**config.mk**
```make
export PLATFORM = sky130hd
export DESIGN_NAME = keystream_gen
export DESIGN_NICKNAME = d
export VERILOG_FILES = /design/src/rtl/keystream_gen.sv
export SDC_FILE = /design/constraint.sdc
export NUM_CORES = 1
export LEC_CHECK = 0
export BUFFER_PORTS_ARGS = -buffer_cell sky130_fd_sc_hd__buf_4
export CAP_MARGIN = 40
export CORE_MARGIN = 2
export CORE_UTILIZATION = 26
export CTS_CLUSTER_DIAMETER = 100
export DETAILED_ROUTE_END_ITERATION = 12
export GPL_TIMING_DRIVEN = 0
export HOLD_SLACK_MARGIN = 0.06
export PLACE_DENSITY_LB_ADDON = 0.12
export SKIP_CTS_REPAIR_TIMING = 1
export SLEW_MARGIN = 5
export SYNTH_ARGS = -nofsm -noshare
export SYNTH_HDL_FRONTEND = slang
export SYNTH_SLANG_ARGS = --single-unit
```
**constraint.sdc**
```tcl
create_clock -name clk -period 2.66 [get_ports clk]
set_input_delay 0.266 -clock clk [delete_from_list [all_inputs] [get_ports clk]]
set_output_delay 0.266 -clock clk [all_outputs]
set_load 0.005 [all_outputs]
```
**src/rtl/keystream_gen.sv**
```systemverilog
// Key byte source for the XOR cipher: 16-bit Fibonacci LFSR, 8 steps per accepted byte, periodic re-key.
// Latency: start at edge N gives key_valid after edge N; one byte per cycle except a one-cycle REKEY bubble.
// Backpressure: with key_ready low, key_valid stays high and key/lfsr/byte_cnt hold.
module keystream_gen #(
  parameter int unsigned REKEY_LEN = 16,
  parameter logic [15:0] ALT_SEED  = 16'hACE1
) (
  input  logic        clk,
  input  logic        rst_n,
  input  logic        seed_load,
  input  logic [15:0] seed,
  input  logic        start,
  input  logic        stop,
  input  logic        key_ready,
  output logic        key_valid,
  output logic [7:0]  key,
  output logic        busy,
  output logic [7:0]  byte_cnt,
  output logic [7:0]  epoch,
  output logic        rekey_pulse
);

  typedef enum logic [1:0] {IDLE, RUN, REKEY} state_t;

  localparam logic [7:0] LAST_IDX = 8'(REKEY_LEN - 1);

  state_t      state, state_nxt;
  logic [15:0] lfsr, lfsr_nxt;
  logic [7:0]  cnt_nxt, epoch_nxt;

  // Eight single-bit Fibonacci steps unrolled into one cycle.
  function automatic logic [15:0] lfsr_adv(input logic [15:0] s);
    logic [15:0] v;
    v = s;
    for (int i = 0; i < 8; i++) begin
      v = {v[14:0], v[15] ^ v[13] ^ v[12] ^ v[10]};
    end
    return v;
  endfunction

  // The all-zero state is a lock-up point for the LFSR, so it is never allowed in.
  function automatic logic [15:0] non_zero(input logic [15:0] s);
    return (s == 16'h0000) ? ALT_SEED : s;
  endfunction

  // Next-state decode; seed_load overrides every other control in the same cycle.
  always_comb begin
    state_nxt = state;
    lfsr_nxt  = lfsr;
    cnt_nxt   = byte_cnt;
    epoch_nxt = epoch;
    if (seed_load) begin
      lfsr_nxt  = non_zero(seed);
      cnt_nxt   = 8'd0;
      epoch_nxt = 8'd0;
      state_nxt = IDLE;
    end else begin
      case (state)
        IDLE: begin
          if (start) state_nxt = RUN;
        end
        RUN: begin
          // key_valid is high throughout RUN, so ready alone marks a transfer.
          if (key_ready) begin
            lfsr_nxt = non_zero(lfsr_adv(lfsr));
            if (byte_cnt == LAST_IDX) begin
              cnt_nxt   = 8'd0;
              state_nxt = REKEY;
            end else begin
              cnt_nxt = byte_cnt + 8'd1;
            end
          end
          // A concurrent transfer still completes above; stop only redirects the state.
          if (stop) state_nxt = IDLE;
        end
        REKEY: begin
          lfsr_nxt  = non_zero({lfsr[7:0], lfsr[15:8]} ^ {8'h00, epoch});
          epoch_nxt = epoch + 8'd1;
          state_nxt = stop ? IDLE : RUN;
        end
        default: state_nxt = IDLE;
      endcase
    end
  end

  // State, datapath and registered status flags all update together.
  always_ff @(posedge clk or negedge rst_n) begin
    if (!rst_n) begin
      state       <= IDLE;
      lfsr        <= ALT_SEED;
      byte_cnt    <= 8'd0;
      epoch       <= 8'd0;
      key_valid   <= 1'b0;
      busy        <= 1'b0;
      rekey_pulse <= 1'b0;
    end else begin
      state       <= state_nxt;
      lfsr        <= lfsr_nxt;
      byte_cnt    <= cnt_nxt;
      epoch       <= epoch_nxt;
      key_valid   <= (state_nxt == RUN);
      busy        <= (state_nxt == RUN) || (state_nxt == REKEY);
      rekey_pulse <= (state_nxt == REKEY);
    end
  end

  assign key = lfsr[7:0];

endmodule

```
==> impl_metrics.csv <==
group,metric,value,unit
timing,fmax,407,MHz
yosys,synth-seq-cells,37,
placed_design,post-place-ws,0.190,ns
global_routing,grt_max_degree,38,
floorplanning,die_w,98.9,µm
global_routing,grtUsageTotal,14.2,%
yosys,synth-async-reset-ratio,100,%
power,power.leakage,0.00133,µW
critical_path,arrival,2.64,ns
timing,fin_setup_tns,0,ns
placed_design,place.gp.congestion,0.854,
clock_tree,clockBufferDepth,2,
clock_tree,cts_buffers,5,
yosys,syn_area,2340,µm²
yosys,yosysSeqAreaShare,40.0,%
yosys,yosysWarningCount,0,
global_routing,grt_first_pass_wirelength,11.0,mm
clock_tree,ctsHtreeMaxLevel,2,
timing,final-hold-violation-count,0,
run,drv_cap,0,
yosys,ys_dominant_reg_cell,"dfrtp_1",
clock_tree,cts_root_buffer,"clkbuf_8",
layout,nets,334,
yosys,synth_cell_types,46,
timing,setup_viol,0,
layout,antenna_cells,0,
critical_path,cp_slowest_cell,"dfstp_2",
floorplanning,coreArea,8720,µm²
timing,fin_crit,2.46,ns
clock_tree,clock_latency,0.29,ns
drt,drtIter0Drc,104,
critical_path,worstSetupEndpointType,"register",
yosys,syn_inst,253,
floorplanning,rows,34,
power,ir_drop,0.179,mV
clock_tree,cts_tree,"yes",
layout,fill_cells,935,
timing,slew_viol_final,0,
critical_path,cp_num_buf_inv,2,
placed_design,hpwl,4.93,mm
global_routing,grt_pass1_vias,2132,
critical_path,cp-startpoint,"lfsr[10]$_DFFE_PN1P_",
critical_path,critPathMaxStageDelay,0.52,ns
timing,skew,0.00358,ns
critical_path,r2r_end,"lfsr[12]$_DFFE_PN0P_",
worst_hold_path,min_from,"seed[2]",
worst_hold_path,whs_path_depth,3,
clock_tree,clk_pin_slew,0.08,ns
critical_path,crit_family,"compound AO/OA/AOI/OAI gates",
floorplanning,die_area,9780,µm²
critical_path,cp-start-kind,"register",
drt,vias,2032,
drt,wire_per_inst,16.1,µm
placed_design,port_buffers,47,
critical_path,r2r_cells,7,
timing,relSlewSlack,57.0,%
layout,drive_gt1_share,25.2,%
yosys,avgSynthCellArea,9.25,µm²
yosys,synthesis.nets,279,
timing,worstMarginPinSlew,0.646,ns
critical_path,reg2reg_slack,0.20,ns
timing,finalCritPeriodShare,92.5,%
critical_path,critPathMaxFanout,10,
worst_hold_path,worstHoldPathType,"in2reg",
power,power.density,591,nW/µm²
critical_path,path_cells,"clkbuf_1 > xor2_1 > nor4_2 > o221ai_1 > o221a_1 > buf_6 > a221o_1",
floorplanning,dieHeight,98.9,µm
floorplanning,start_util,26.8,%
layout,area_delta_synth_final,24.8,%
global_routing,grt_overflow,0,
yosys,yosysTopAreaCell,"dfrtp_1",
floorplanning,ioPinCount,49,
yosys,synth_enable_flop_cells,0,
drt,drc_errors,0,
drt,vias_per_cell,4.87,
critical_path,reg2reg_from,"lfsr[10]$_DFFE_PN1P_",
critical_path,crit_type,"reg2reg",
drt,drt_first_pass_iters,4,
timing,rsz0062_at_grt,"no",
yosys,synth_area_leaders,"dfrtp_1 (31%), dfstp_2 (9.0%), xnor2_1 (7.9%)",
critical_path,crit_required,2.84,ns
status,status,"finished clean",
timing,finalWorstSetupSlack,0.200,ns
clock_tree,cts.sinks,37,
global_routing,antenna_found_initial,0,
worst_hold_path,hold_end,"lfsr[2]$_DFFE_PN0P_",
drt,drt-total-wl,6.73,mm
yosys,synth_top_cell_area_share,31.0,%
drt,antenna_left,0,
-- kinds of logic (layout without fill, tap and decap cells) --
family	count (synthesis)	after routing	share of synthesized area, %
multiplexers	6	6	2.57
adder cells (fa/ha/maj)	4	4	2.14
flip-flops	37	37	40.0
AND/OR/NAND/NOR	80	80	17.6
AO/OA/AOI/OAI	45	45	13.7
XOR/XNOR	42	42	15.7
buffers and inverters	39	95	8.28
-- placed cells by master, fill, tap and decap left out, types with 2 or more instances in the layout --
cell type / netlist / final
nand3_1: 6 / 6
a22oi_1: 2 / 2
nand2_1: 13 / 13
nor2_1: 26 / 26
o21ai_0: 3 / 3
mux2i_1: 6 / 6
buf_6: 2 / 2
a211oi_1: 2 / 2
ha_1: 4 / 4
and3_1: 3 / 3
a2111o_1: 2 / 2
o22ai_1: 7 / 7
nor3_1: 6 / 6
a21oi_1: 14 / 14
buf_4: 8 / 55
a221o_1: 6 / 6
xnor2_1: 21 / 21
dfrtp_1: 29 / 29
nand4_1: 5 / 5
or3_1: 2 / 2
clkbuf_1: 13 / 14
nor4_1: 6 / 6
xor2_1: 21 / 21
clkbuf_8: 0 / 5
nor2b_1: 2 / 2
buf_2: 2 / 2
dfstp_2: 8 / 8
inv_1: 13 / 13
o2111ai_1: 2 / 2
or4_1: 2 / 2
clkinv_2: 0 / 2
-- power by group --
group	internal, µW	switching [µW]	leakage [µW]	total, µW
Sequential	639	57.8	0.000467	697
Clock	182	213	0.0000450	395
Combinational	321	314	0.000818	635
Total	1140	584	0.00133	1730
-- through the flow --
step	utilization [%]	area (µm²)	std cells	total power [µW]	hold slack (ns)
after global routing	33.5	2920	417	1840	0.256
after floorplan	-	2340	253	1140	-0.0296
after detailed placement	32.4	2830	408	1340	0.280
after global placement	32.4	2830	408	1350	0.276
final	33.5	2920	417	1730	0.239
after CTS	33.4	2910	416	1750	-0.0445
-- flip-flops by register name (all words and copies together), names as in the netlist --
signal / count
rekey_pulse: 1
state: 2
key_valid: 1
lfsr: 16
epoch: 8
busy: 1
byte_cnt: 8
-- layer usage --
layer / part of all wire [%] / track usage (%) / up-vias
li1: - / - / 990
met1: 49 / 19.4 / 972
met2: 44 / 22.4 / 57
met3: 4.5 / 2.91 / 13
met4: 2.1 / 4.95 / 0
met5: 0 / 0 / -
-- cell usage after synthesis (3+ instances only) --
cell      count
nor2_1       26
a21oi_1      14
inv_1        13
dfstp_2       8
xor2_1       21
and3_1        3
nand3_1       6
nor3_1        6
mux2i_1       6
buf_4         8
nand4_1       5
dfrtp_1      29
clkbuf_1     13
o21ai_0       3
o22ai_1       7
nor4_1        6
xnor2_1      21
nand2_1      13
a221o_1       6
ha_1          4
-- area by class of cell --
| cell class | instances | area (µm²) | area share (%) |
|---|---|---|---|
| inverter | 13 | 48.8 | 1.67 |
| tap | 108 | 135 | 4.63 |
| multi-input combinational | 177 | 1210 | 41.5 |
| buffer | 26 | 145 | 4.97 |
| timing repair buffer | 48 | 363 | 12.4 |
| clock inverter | 2 | 10.0 | 0.343 |
| sequential | 37 | 936 | 32.0 |
| clock buffer | 6 | 72.6 | 2.48 |
-- worst reg2reg max path, delay by kind of cell (launching register included) --
kind | cells | cell delay [ns]
DFF | 1 | 0.52
xor gates and xnor gates | 1 | 0.19
AOI/OAI and AO/OA | 3 | 0.81
and+or+nand+nor | 1 | 0.32
buffers and inverters | 2 | 0.51
-- worst max path at each step --
stage / to / slack, ns / cells past startpoint
6_report: lfsr[12]$_DFFE_PN0P_ / 0.20 / 7
5_1_grt: lfsr[14]$_DFFE_PN0P_ / 0.06 / 7
4_1_cts: lfsr[12]$_DFFE_PN0P_ / 0.17 / 7
3_5_place_dp: lfsr[12]$_DFFE_PN0P_ / 0.19 / 7
3_3_place_gp: lfsr[12]$_DFFE_PN0P_ / 0.16 / 7
2_1_floorplan: lfsr[9]$_DFFE_PN0P_ / 0.52 / 7
Power figures use the tool's default switching activity.
